File: src/rtl/tx_frame_pkg.sv
// Shared types and default frame constants for the serial frame transmitter.
package tx_frame_pkg;

  typedef enum logic [2:0] {
    IDLE,
    PRE,
    SYN,
    LEN,
    PAY,
    CHK
  } tx_state_e;

  localparam logic [7:0] DEF_PREAMBLE = 8'hAA;
  localparam logic [7:0] DEF_SYNC     = 8'h7E;

endpackage

File: src/rtl/tx_byte_fifo.sv
// Byte FIFO with first-word-fall-through read: dout always shows the head byte.
// The level counter is one bit wider than the pointers so full and empty differ.
module tx_byte_fifo #(
  parameter  int DEPTH = 256,
  localparam int AW    = $clog2(DEPTH)
) (
  input  logic          clk,
  input  logic          reset,
  input  logic          push,
  input  logic          pop,
  input  logic [7:0]    din,
  output logic [7:0]    dout,
  output logic [AW:0]   level,
  output logic          full,
  output logic          empty
);

  localparam logic [AW-1:0] PTR_ONE = {{(AW-1){1'b0}}, 1'b1};
  localparam logic [AW:0]   LVL_ONE = {{AW{1'b0}}, 1'b1};
  localparam logic [AW:0]   LVL_MAX = (AW+1)'(DEPTH);

  logic [7:0]    mem_q [DEPTH];
  logic [AW-1:0] wr_ptr_q, rd_ptr_q;
  logic [AW:0]   level_q, level_d;

  // Occupancy: a simultaneous push and pop leaves the level unchanged.
  always_comb begin
    level_d = level_q;
    case ({push, pop})
      2'b10:   level_d = level_q + LVL_ONE;
      2'b01:   level_d = level_q - LVL_ONE;
      default: level_d = level_q;
    endcase
  end

  // Pointer and level registers; pointers wrap naturally at the power-of-2 depth.
  always_ff @(posedge clk) begin
    if (reset) begin
      wr_ptr_q <= '0;
      rd_ptr_q <= '0;
      level_q  <= '0;
    end else begin
      if (push) wr_ptr_q <= wr_ptr_q + PTR_ONE;
      if (pop)  rd_ptr_q <= rd_ptr_q + PTR_ONE;
      level_q <= level_d;
    end
  end

  // Storage array; no reset needed since the level gates what is valid.
  always_ff @(posedge clk) begin
    if (push) mem_q[wr_ptr_q] <= din;
  end

  assign dout  = mem_q[rd_ptr_q];
  assign level = level_q;
  assign full  = (level_q == LVL_MAX);
  assign empty = (level_q == '0);

endmodule

File: src/rtl/tx_frame_sender.sv
// Serial frame transmitter: preamble, sync, length, payload, XOR checksum, MSB first.
//
// state | meaning
// IDLE  | waiting for an acceptable start, ready_tx high
// PRE   | shifting out the preamble byte
// SYN   | shifting out the sync byte
// LEN   | shifting out the payload length N
// PAY   | shifting out N payload bytes popped from the FIFO
// CHK   | shifting out N xor all payload bytes
module tx_frame_sender
  import tx_frame_pkg::*;
#(
  parameter  int          CLKS_PER_BIT = 50,
  parameter  int          FIFO_DEPTH   = 256,
  parameter  logic [7:0]  PREAMBLE     = DEF_PREAMBLE,
  parameter  logic [7:0]  SYNC         = DEF_SYNC,
  localparam int          LW           = $clog2(FIFO_DEPTH) + 1
) (
  input  logic          clk,
  input  logic          reset,
  input  logic [7:0]    data_tx,
  input  logic          wren_fifo_tx,
  input  logic [7:0]    size_fifo_tx,
  input  logic          start_tx,
  output logic          ready_tx,
  output logic [LW-1:0] fifo_level,
  output logic          overflow,
  output logic          tx_bit,
  output logic          tx_active,
  output logic          tx_done
);

  // The acceptance cycle counts as the first cycle of the first preamble bit,
  // so the frame ends exactly (4+N)*8*CLKS_PER_BIT cycles after acceptance.
  localparam logic [15:0] BIT_LOAD   = 16'(CLKS_PER_BIT - 1);
  localparam logic [15:0] FIRST_LOAD = 16'(CLKS_PER_BIT - 2);

  tx_state_e     state_q, state_d;
  logic [7:0]    shift_q, shift_d;
  logic [7:0]    len_q, len_d;
  logic [7:0]    rem_q, rem_d;
  logic [7:0]    chk_q, chk_d;
  logic [2:0]    bit_q, bit_d;
  logic [15:0]   tmr_q, tmr_d;
  logic          done_q, done_d;
  logic          ovf_q, ovf_d;

  logic          fifo_push, fifo_pop, fifo_full, fifo_empty;
  logic [7:0]    fifo_dout;
  logic [LW-1:0] level;
  logic          start_ok, tick;

  tx_byte_fifo #(.DEPTH(FIFO_DEPTH)) u_fifo (
    .clk   (clk),
    .reset (reset),
    .push  (fifo_push),
    .pop   (fifo_pop),
    .din   (data_tx),
    .dout  (fifo_dout),
    .level (level),
    .full  (fifo_full),
    .empty (fifo_empty)
  );

  assign start_ok  = (state_q == IDLE) && start_tx && (size_fifo_tx != 8'd0) &&
                     (32'(size_fifo_tx) <= 32'(level));
  assign tick      = (tmr_q == 16'd0);
  assign fifo_push = wren_fifo_tx && (!fifo_full || fifo_pop);

  // Frame sequencing, bit engine and checksum accumulation.
  always_comb begin
    state_d  = state_q;
    shift_d  = shift_q;
    len_d    = len_q;
    rem_d    = rem_q;
    chk_d    = chk_q;
    bit_d    = bit_q;
    tmr_d    = tmr_q;
    done_d   = 1'b0;
    fifo_pop = 1'b0;
    if (state_q == IDLE) begin
      if (start_ok) begin
        state_d = PRE;
        shift_d = PREAMBLE;
        bit_d   = 3'd0;
        tmr_d   = FIRST_LOAD;
        len_d   = size_fifo_tx;
        chk_d   = size_fifo_tx;
      end
    end else if (!tick) begin
      tmr_d = tmr_q - 16'd1;
    end else begin
      tmr_d = BIT_LOAD;
      if (bit_q != 3'd7) begin
        shift_d = {shift_q[6:0], 1'b0};
        bit_d   = bit_q + 3'd1;
      end else begin
        bit_d = 3'd0;
        case (state_q)
          PRE: begin
            state_d = SYN;
            shift_d = SYNC;
          end
          SYN: begin
            state_d = LEN;
            shift_d = len_q;
          end
          LEN: begin
            state_d  = PAY;
            shift_d  = fifo_dout;
            fifo_pop = !fifo_empty;
            chk_d    = chk_q ^ fifo_dout;
            rem_d    = len_q - 8'd1;
          end
          PAY: begin
            if (rem_q == 8'd0) begin
              state_d = CHK;
              shift_d = chk_q;
            end else begin
              shift_d  = fifo_dout;
              fifo_pop = !fifo_empty;
              chk_d    = chk_q ^ fifo_dout;
              rem_d    = rem_q - 8'd1;
            end
          end
          CHK: begin
            state_d = IDLE;
            done_d  = 1'b1;
          end
          default: state_d = IDLE;
        endcase
      end
    end
  end

  // Sticky overflow: a dropped write sets it, an accepted start clears it.
  always_comb begin
    ovf_d = ovf_q;
    if (start_ok) ovf_d = 1'b0;
    if (wren_fifo_tx && !fifo_push) ovf_d = 1'b1;
  end

  // State and datapath registers.
  always_ff @(posedge clk) begin
    if (reset) begin
      state_q <= IDLE;
      shift_q <= '0;
      len_q   <= '0;
      rem_q   <= '0;
      chk_q   <= '0;
      bit_q   <= '0;
      tmr_q   <= '0;
      done_q  <= 1'b0;
      ovf_q   <= 1'b0;
    end else begin
      state_q <= state_d;
      shift_q <= shift_d;
      len_q   <= len_d;
      rem_q   <= rem_d;
      chk_q   <= chk_d;
      bit_q   <= bit_d;
      tmr_q   <= tmr_d;
      done_q  <= done_d;
      ovf_q   <= ovf_d;
    end
  end

  assign ready_tx   = (state_q == IDLE);
  assign tx_active  = (state_q != IDLE);
  assign tx_bit     = tx_active & shift_q[7];
  assign tx_done    = done_q;
  assign fifo_level = level;
  assign overflow   = ovf_q;

endmodule

File: config.mk
export PLATFORM = sky130hd
export DESIGN_NAME = tx_frame_sender
export DESIGN_NICKNAME = d
export VERILOG_FILES = /design/src/rtl/tx_frame_pkg.sv /design/src/rtl/tx_byte_fifo.sv /design/src/rtl/tx_frame_sender.sv
export SDC_FILE = /design/constraint.sdc
export NUM_CORES = 2
export LEC_CHECK = 0
export ABC_AREA = 1
export BUFFER_PORTS_ARGS = -buffer_cell sky130_fd_sc_hd__buf_2
export CAP_MARGIN = 5
export CORE_MARGIN = 3
export CORE_UTILIZATION = 31
export DETAILED_ROUTE_END_ITERATION = 6
export SETUP_SLACK_MARGIN = 0.2
export SLEW_MARGIN = 20
export SYNTH_ARGS = -nofsm -noshare
export SYNTH_HDL_FRONTEND = slang
export SYNTH_SLANG_ARGS = --single-unit
File: constraint.sdc
create_clock -name clk -period 3.8 [get_ports clk]
set_input_delay 0.19 -clock clk [delete_from_list [all_inputs] [get_ports clk]]
set_output_delay 0.19 -clock clk [all_outputs]
set_load 0.005 [all_outputs]
* Yosys cells after proc, flatten, opt, wreduce, memory -nomap -nowiden
Memory sizes are Yosys's and may differ from the RTL's. A register that Yosys moved wholly into a read port is not among the register bits.
Index checks and enable logic that the tools add are counted.
** Storage, ports and cells
- Memories :: 1
- Flip-flop bits (word level) :: 81
- Input bits :: 20
- RAM bits :: 2048
- Output and inout bits :: 14
- Logic and storage cells :: 109
** Memory list
- u_fifo.mem_q :: depth 256, bits a word 8, read ports 1, clocked after Yosys merged registers in 1, write ports 1, RTL line tx_byte_fifo.sv:22 : logic [7:0] mem_q [DEPTH];
** Cells by class
- Reduce and logical (&&, ||, !) cells :: 28
- Equal/unequal tests :: 14
- $add $sub $neg :: 8
- Mux-type cells :: 40
- Bitwise operators :: 5
- $lt $le $gt $ge :: 1
** Operators with widths (number)
- 8-bit two-way mux :: 13
- 16-bit two-way mux :: 3
- 8-bit one-hot mux with 2 select lines :: 2
- 8-bit one-hot mux with 4 select lines :: 1
- 3-bit two-way mux :: 9
- 9-bit one-hot mux with 2 select lines :: 1
- 8-bit by 1-bit adder with 8-bit output, second input constant :: 2
- 16-bit logical NOT :: 1
- 16-bit by 1-bit subtractor with 16-bit output, second input constant :: 1
- 8-bit by 1-bit subtractor with 8-bit output, second input constant :: 2
- 3-bit one-hot mux with 4 select lines :: 1
- 5-bit AND reduction :: 2
- 9-bit by 1-bit adder with 9-bit output, second input constant :: 1
- 9-bit equality test, second input constant :: 1
- 8-bit by 9-bit less-or-equal comparator with 1-bit output :: 1
- 9-bit logical NOT :: 1
- 1-bit two-way mux :: 9
- 3-bit != test, second input constant :: 3
- 9-bit by 1-bit subtractor with 9-bit output, second input constant :: 1
- 8-bit logical NOT :: 1
- 2-bit nonzero test :: 4
- 8-bit nonzero test :: 1
- 8-bit bitwise XOR :: 1
- 3-bit by 2-bit equality test with 1-bit output, second input constant :: 2
- 20 further kinds :: 32

* Longest topological paths before layout
- Depth in word-level cells :: 12
- Mapped depth :: 22

* Hierarchy
Synthesis repeated with hierarchy kept, for this count alone.
** Unflattened totals
- Cells, all modules :: 7776
- Area, all modules :: 88616.2 µm²
** Modules (own cells, without submodules)
- tx_byte_fifo :: cells each 7190, area each 84808.8 µm², sequential area each 62159.6 µm², instances 1
- tx_frame_sender :: cells each 586, area each 3807.4 µm², sequential area each 1121.1 µm², instances 1

* Least setup slack after synthesis
No wires, ideal clock.
- Kind :: reg-to-reg
- Start :: reg bit_q[0]
- End :: reg u_fifo.level_q[8] (netlist: u_fifo.level[8])
- Buffers on the path :: 0
- Slack :: 0.656 ns
- Arrival time :: 3.031 ns
- Cell stages (with the launch flop) :: 23
- Setup time :: 0.113 ns
- Period minus slack after synthesis :: 3.144 ns
- Cells stage by stage :: dfxtp_1 ha_1 ha_1 inv_1 nor2_4 inv_2 nor2_4 nand2_4 nor2_1 nand2_1 inv_1 ha_1 nand3_1 nand3_1 a21oi_1 o21bai_1 nand2_1 nand2_1 a21oi_1 mux2i_1 nand2_1 nand2_1 nor2_1
** Between the ends
- Cells in the longest elaborated chain, start to end :: 8
** Ends and longest elaborated chain
- start, declared :: RTL line tx_frame_sender.sv:43 : logic [2:0] bit_q, bit_d;
- start signal, assigned :: RTL line tx_frame_sender.sv:161 : bit_q <= bit_d;
- 3-bit != test (*) :: RTL line tx_frame_sender.sv:94 : if (bit_q != 3'd7) begin
- 1-bit two-way mux (*) :: RTL line tx_frame_sender.sv:94
- 1-bit two-way mux (*) :: RTL line tx_frame_sender.sv:90 : end else if (!tick) begin
- 1-bit two-way mux (*) :: RTL line tx_frame_sender.sv:81 : if (state_q == IDLE) begin
- 1-bit logical OR :: RTL line tx_frame_sender.sv:68 : assign fifo_push = wren_fifo_tx && (!fifo_full || fifo_pop);
- 1-bit logical AND :: RTL line tx_frame_sender.sv:68
- 2-bit by 1-bit equality test with 1-bit output or 2-bit equality test (tied branches) :: RTL line tx_byte_fifo.sv:29 : case ({push, pop})
- 9-bit one-hot mux with 2 select lines or 2-bit nonzero test (tied branches)
- end signal, assigned :: RTL line tx_byte_fifo.sv:45 : level_q <= level_d;
- end, declared :: RTL line tx_byte_fifo.sv:24 : logic [AW:0] level_q, level_d;
Every way passes the cells marked *; elsewhere a longest branch is shown, timed or not.
A chain may end at the register's enable or synchronous reset.

* Worst setup path in the final report
- Start :: reg rem_q[4]
- End :: reg u_fifo.level_q[8] (netlist: u_fifo.level[8])
** Between the ends
- Cells in the longest elaborated chain, start to end :: 10
** Ends and longest elaborated chain
- start, declared :: RTL line tx_frame_sender.sv:41 : logic [7:0] rem_q, rem_d;
- start signal, assigned :: RTL line tx_frame_sender.sv:159 : rem_q <= rem_d;
- 8-bit logical NOT (*) :: RTL line tx_frame_sender.sv:116 : if (rem_q == 8'd0) begin
- 1-bit two-way mux (*) :: RTL line tx_frame_sender.sv:116
- 1-bit one-hot mux with 2 select lines (*) :: RTL line tx_frame_sender.sv:99 : case (state_q)
- 1-bit two-way mux (*) :: RTL line tx_frame_sender.sv:94
- 1-bit two-way mux (*) :: RTL line tx_frame_sender.sv:90
- 1-bit two-way mux (*) :: RTL line tx_frame_sender.sv:81
- 1-bit logical OR :: RTL line tx_frame_sender.sv:68
- 1-bit logical AND :: RTL line tx_frame_sender.sv:68
- 2-bit by 1-bit equality test with 1-bit output or 2-bit equality test (tied branches) :: RTL line tx_byte_fifo.sv:29
- 9-bit one-hot mux with 2 select lines or 2-bit nonzero test (tied branches)
Marked as above.

==> flow_summary.yaml <==
final_layout:
  nets: 7759
  drive_gt1_frac: 0.0953
  syn_to_final_growth_pct: 14.6
  fin_area_sq_um: 101000
worst_setup_path:
  cp.arrival_ns: 4.19
  slowest_stage: "fa_1"
  crit_type: "register to register"
  path_max_fanout: 6
  crit_path_end_kind: "register"
  crit_required_ns: 4.55
  crit_chain: "nor2_1 > nand2_1 > nor4_4 > nand2_2 > nor2_4 > nor2_8 > nand2_4 > nor2_1 > nand2_1 > inv_1 > buf_4 > fa_1 > nand3_1 > nand3_1 > a21oi_2 > o21bai_1 > nand2_1 > nand2_1 > a21oi_2 > mux2i_1 > nand2_1 > nand2_1 > nor2_1"
  cp-start-kind: "register"
  crit_path_max_incr_delay_ns: 0.41
  cp_common_cell: "nand2_1"
yosys:
  avgSynthCellArea_sq_um: 11.6
  synth_seq_cells: 2137
  netlist_area_sq_um: 88100
  synthFlopType: "edfxtp_1"
  synth_cell_types: 51
  synthCells: 7615
  synth_edf_count: 2048
  synth_fp_nets: 7660
  synth_warnings: 0
  async_flop_share: 0
  seq_area_frac_synth: 0.718
floorplan:
  dieArea_sq_um: 291000
  rows: 195
  io_pins: 34
  fp.dieH_microns: 539
  fp.dieW_microns: 539
  coreArea_sq_um: 283000
  start_util: 0.312
detailed_routing:
  vias_per_cell: 5.07
  vias: 58993
  wl_per_cell_microns: 21.1
  drt-initial-drc-count: 6789
  route.antenna.remaining_nets: 0
  drtPass1Iterations: 7
  remaining_drc_errors: 0
  wirelength_microns: 246000
clocking:
  cts_tree: "built"
  cts_made_buffers: 212
  h-tree-depth: 4
  cts.sinks: 2137
  clockBufferDepth: 3
  clk_pin_slew_ns: 0.06
  clkLatencyLatePin_ns: 0.86
  cts_root_buffer: "clkbuf_16"
place:
  place_ws_ns: 0.313
  hpwlAfterDp_microns: 144000
  port_buffers: 33
  globalplace.congestion: 0.867
  dpl_cell_area_sq_um: 93800
timing:
  slew_headroom: 0.270
  hold_viol: 0
  rsz0062_at_grt: "yes"
  setup_viol: 0
  setup_slack_ns: 0.358
  worst_pin_slew_ns: 1.09
  period_minus_slack_ns: 3.44
  fin_tns_setup_ns: 0
  slew_violations: 0
  min_period_over_period: 0.906
  fmax_ghz: 0.291
  finClkSkew_ns: 0.0304
pwr:
  peakVddDrop_mv: 0.541
  powerDensity_nw_per_um2: 492
  power.leakage_nw: 34.7
grt:
  gr-total-overflow: 0
  antenna_found_initial: 9
  grt_pass1_wl_microns: 366000
  grt_max_degree: 146
  grt_usage: 0.164
  grt_pass1_vias: 57059
worst_hold_path:
  timing.hold.worst.class: "input port to register"
outcome:
  outcome: "complete, no violations"
run:
  maxCapViolCount: 0
==> cells in the final DEF (no fill, tap or decap), types with 31 or more instances in the layout <==
master and count:
a21oi_1 91, buf_12 54, buf_4 277, clkbuf_1 51, clkbuf_16 215, clkinv_1 53
clkinv_2 35, dfxtp_1 83, edfxtp_1 2048, inv_1 81, nand2_1 2214, nand3_1 2059
nor2_1 277, nor2_2 31, o21ai_0 57
==> cells in the mapped netlist, drive strengths merged, types with 20 or more instances <==
master | count | area [sq um]
buf | 352 | 1830
inv | 93 | 354
clkbuf | 152 | 571
edfxtp | 2048 | 61500
o21ai | 61 | 309
a21oi | 93 | 465
nor2 | 316 | 1340
nand3 | 2067 | 10400
dfxtp | 89 | 1780
ha | 24 | 300
nand4 | 20 | 243
nand2 | 2225 | 8400
==> what timing repair did <==
action	4_1_cts	5_1_grt
hold buffers	25	0
setup buffers	0	2
endpoints found under the hold margin	658	0
resized for setup	0	9
endpoints found under the setup margin	0	15
==> power breakdown <==
group          leakage, nW  total, mW  switching [mW]  internal (mW)
Combinational         12.2       2.91            2.03          0.881
Clock                 3.30       20.6            8.90           11.7
Sequential            19.1       26.1           0.159           26.0
Total                 34.7       49.6            11.1           38.5
==> layer usage <==
metal	GRT usage	part of all wire	up-vias	wire (microns)
li1	-	-	27205	-
met1	0.222	0.42	28920	103000
met2	0.260	0.46	2388	114000
met3	0.0282	0.075	478	18300
met4	0.0658	0.040	2	9840
met5	0	0.000053	-	13
==> stage by stage <==
stage | cells | power (mW) | util | hold WS, ns
finish | 11636 | 49.6 | 0.357 | 0.130
global route | 11635 | 51.2 | 0.357 | 0.162
CTS | 11632 | 49.9 | 0.357 | 0.0748
detailed placement | 11216 | 29.4 | 0.332 | 0.470
global placement | 11216 | 29.3 | 0.332 | 0.453
floorplan | 7615 | 28.3 | - | 0.289
==> critical path: cells and delay by family (launching register included) <==
kind / cells / cell delay, ns
AND/OR/NAND/NOR: 16 / 1.68
adder cells (fa/ha/maj): 1 / 0.41
AO/OA/AOI/OAI: 3 / 0.37
flip-flops: 1 / 0.32
buffers and inverters: 2 / 0.29
multiplexers: 1 / 0.25
==> flip-flops by register name (all words and copies together) (netlist names), named ones only <==
name and cells:
u_fifo.level 9, u_fifo.mem_q 2048, state_q 3, tx_done 1, bit_q 3, u_fifo.wr_ptr_q 8, rem_q 8, len_q 8
shift_q 8, tmr_q 16, overflow 1, chk_q 8, u_fifo.rd_ptr_q 8
==> cell families (layout without fill, tap and decap cells) <==
kind of cell             Yosys count  in the layout  share of synthesized area
AO/OA/AOI/OAI                    173            173                     0.0105
XOR/XNOR                          19             19                    0.00189
adder cells (fa/ha/maj)           25             25                    0.00364
buffers and inverters            600            876                     0.0314
flip-flops                      2137           2137                      0.718
multiplexers                       2              2                   0.000227
other                              0              2                          0
AND/OR/NAND/NOR                 4659           4659                      0.234
==> worst paths after layout <==
path                           to      from  slack, ns  cells after the start
setup / recovery  u_fifo.level[8]  rem_q[4]       0.36                     23
hold / removal           overflow  start_tx       0.13                      6
setup reg to reg  u_fifo.level[8]  rem_q[4]       0.36                     23
hold reg to reg          bit_q[2]  bit_q[2]       0.47                      2
==> layout make-up <==
cell class                      instances  area, sq um
Multi-Input combinational cell       4878        22100
Fill cell                           27467       182000
Timing Repair Buffer                  389         3660
Antenna cell                            2         5.00
Tap cell                             3743         4680
Clock buffer                          266         5570
Sequential cell                      2137        63300
Clock inverter                        125         1220
Inverter                               96          399
Power figures use the tool's default switching activity.
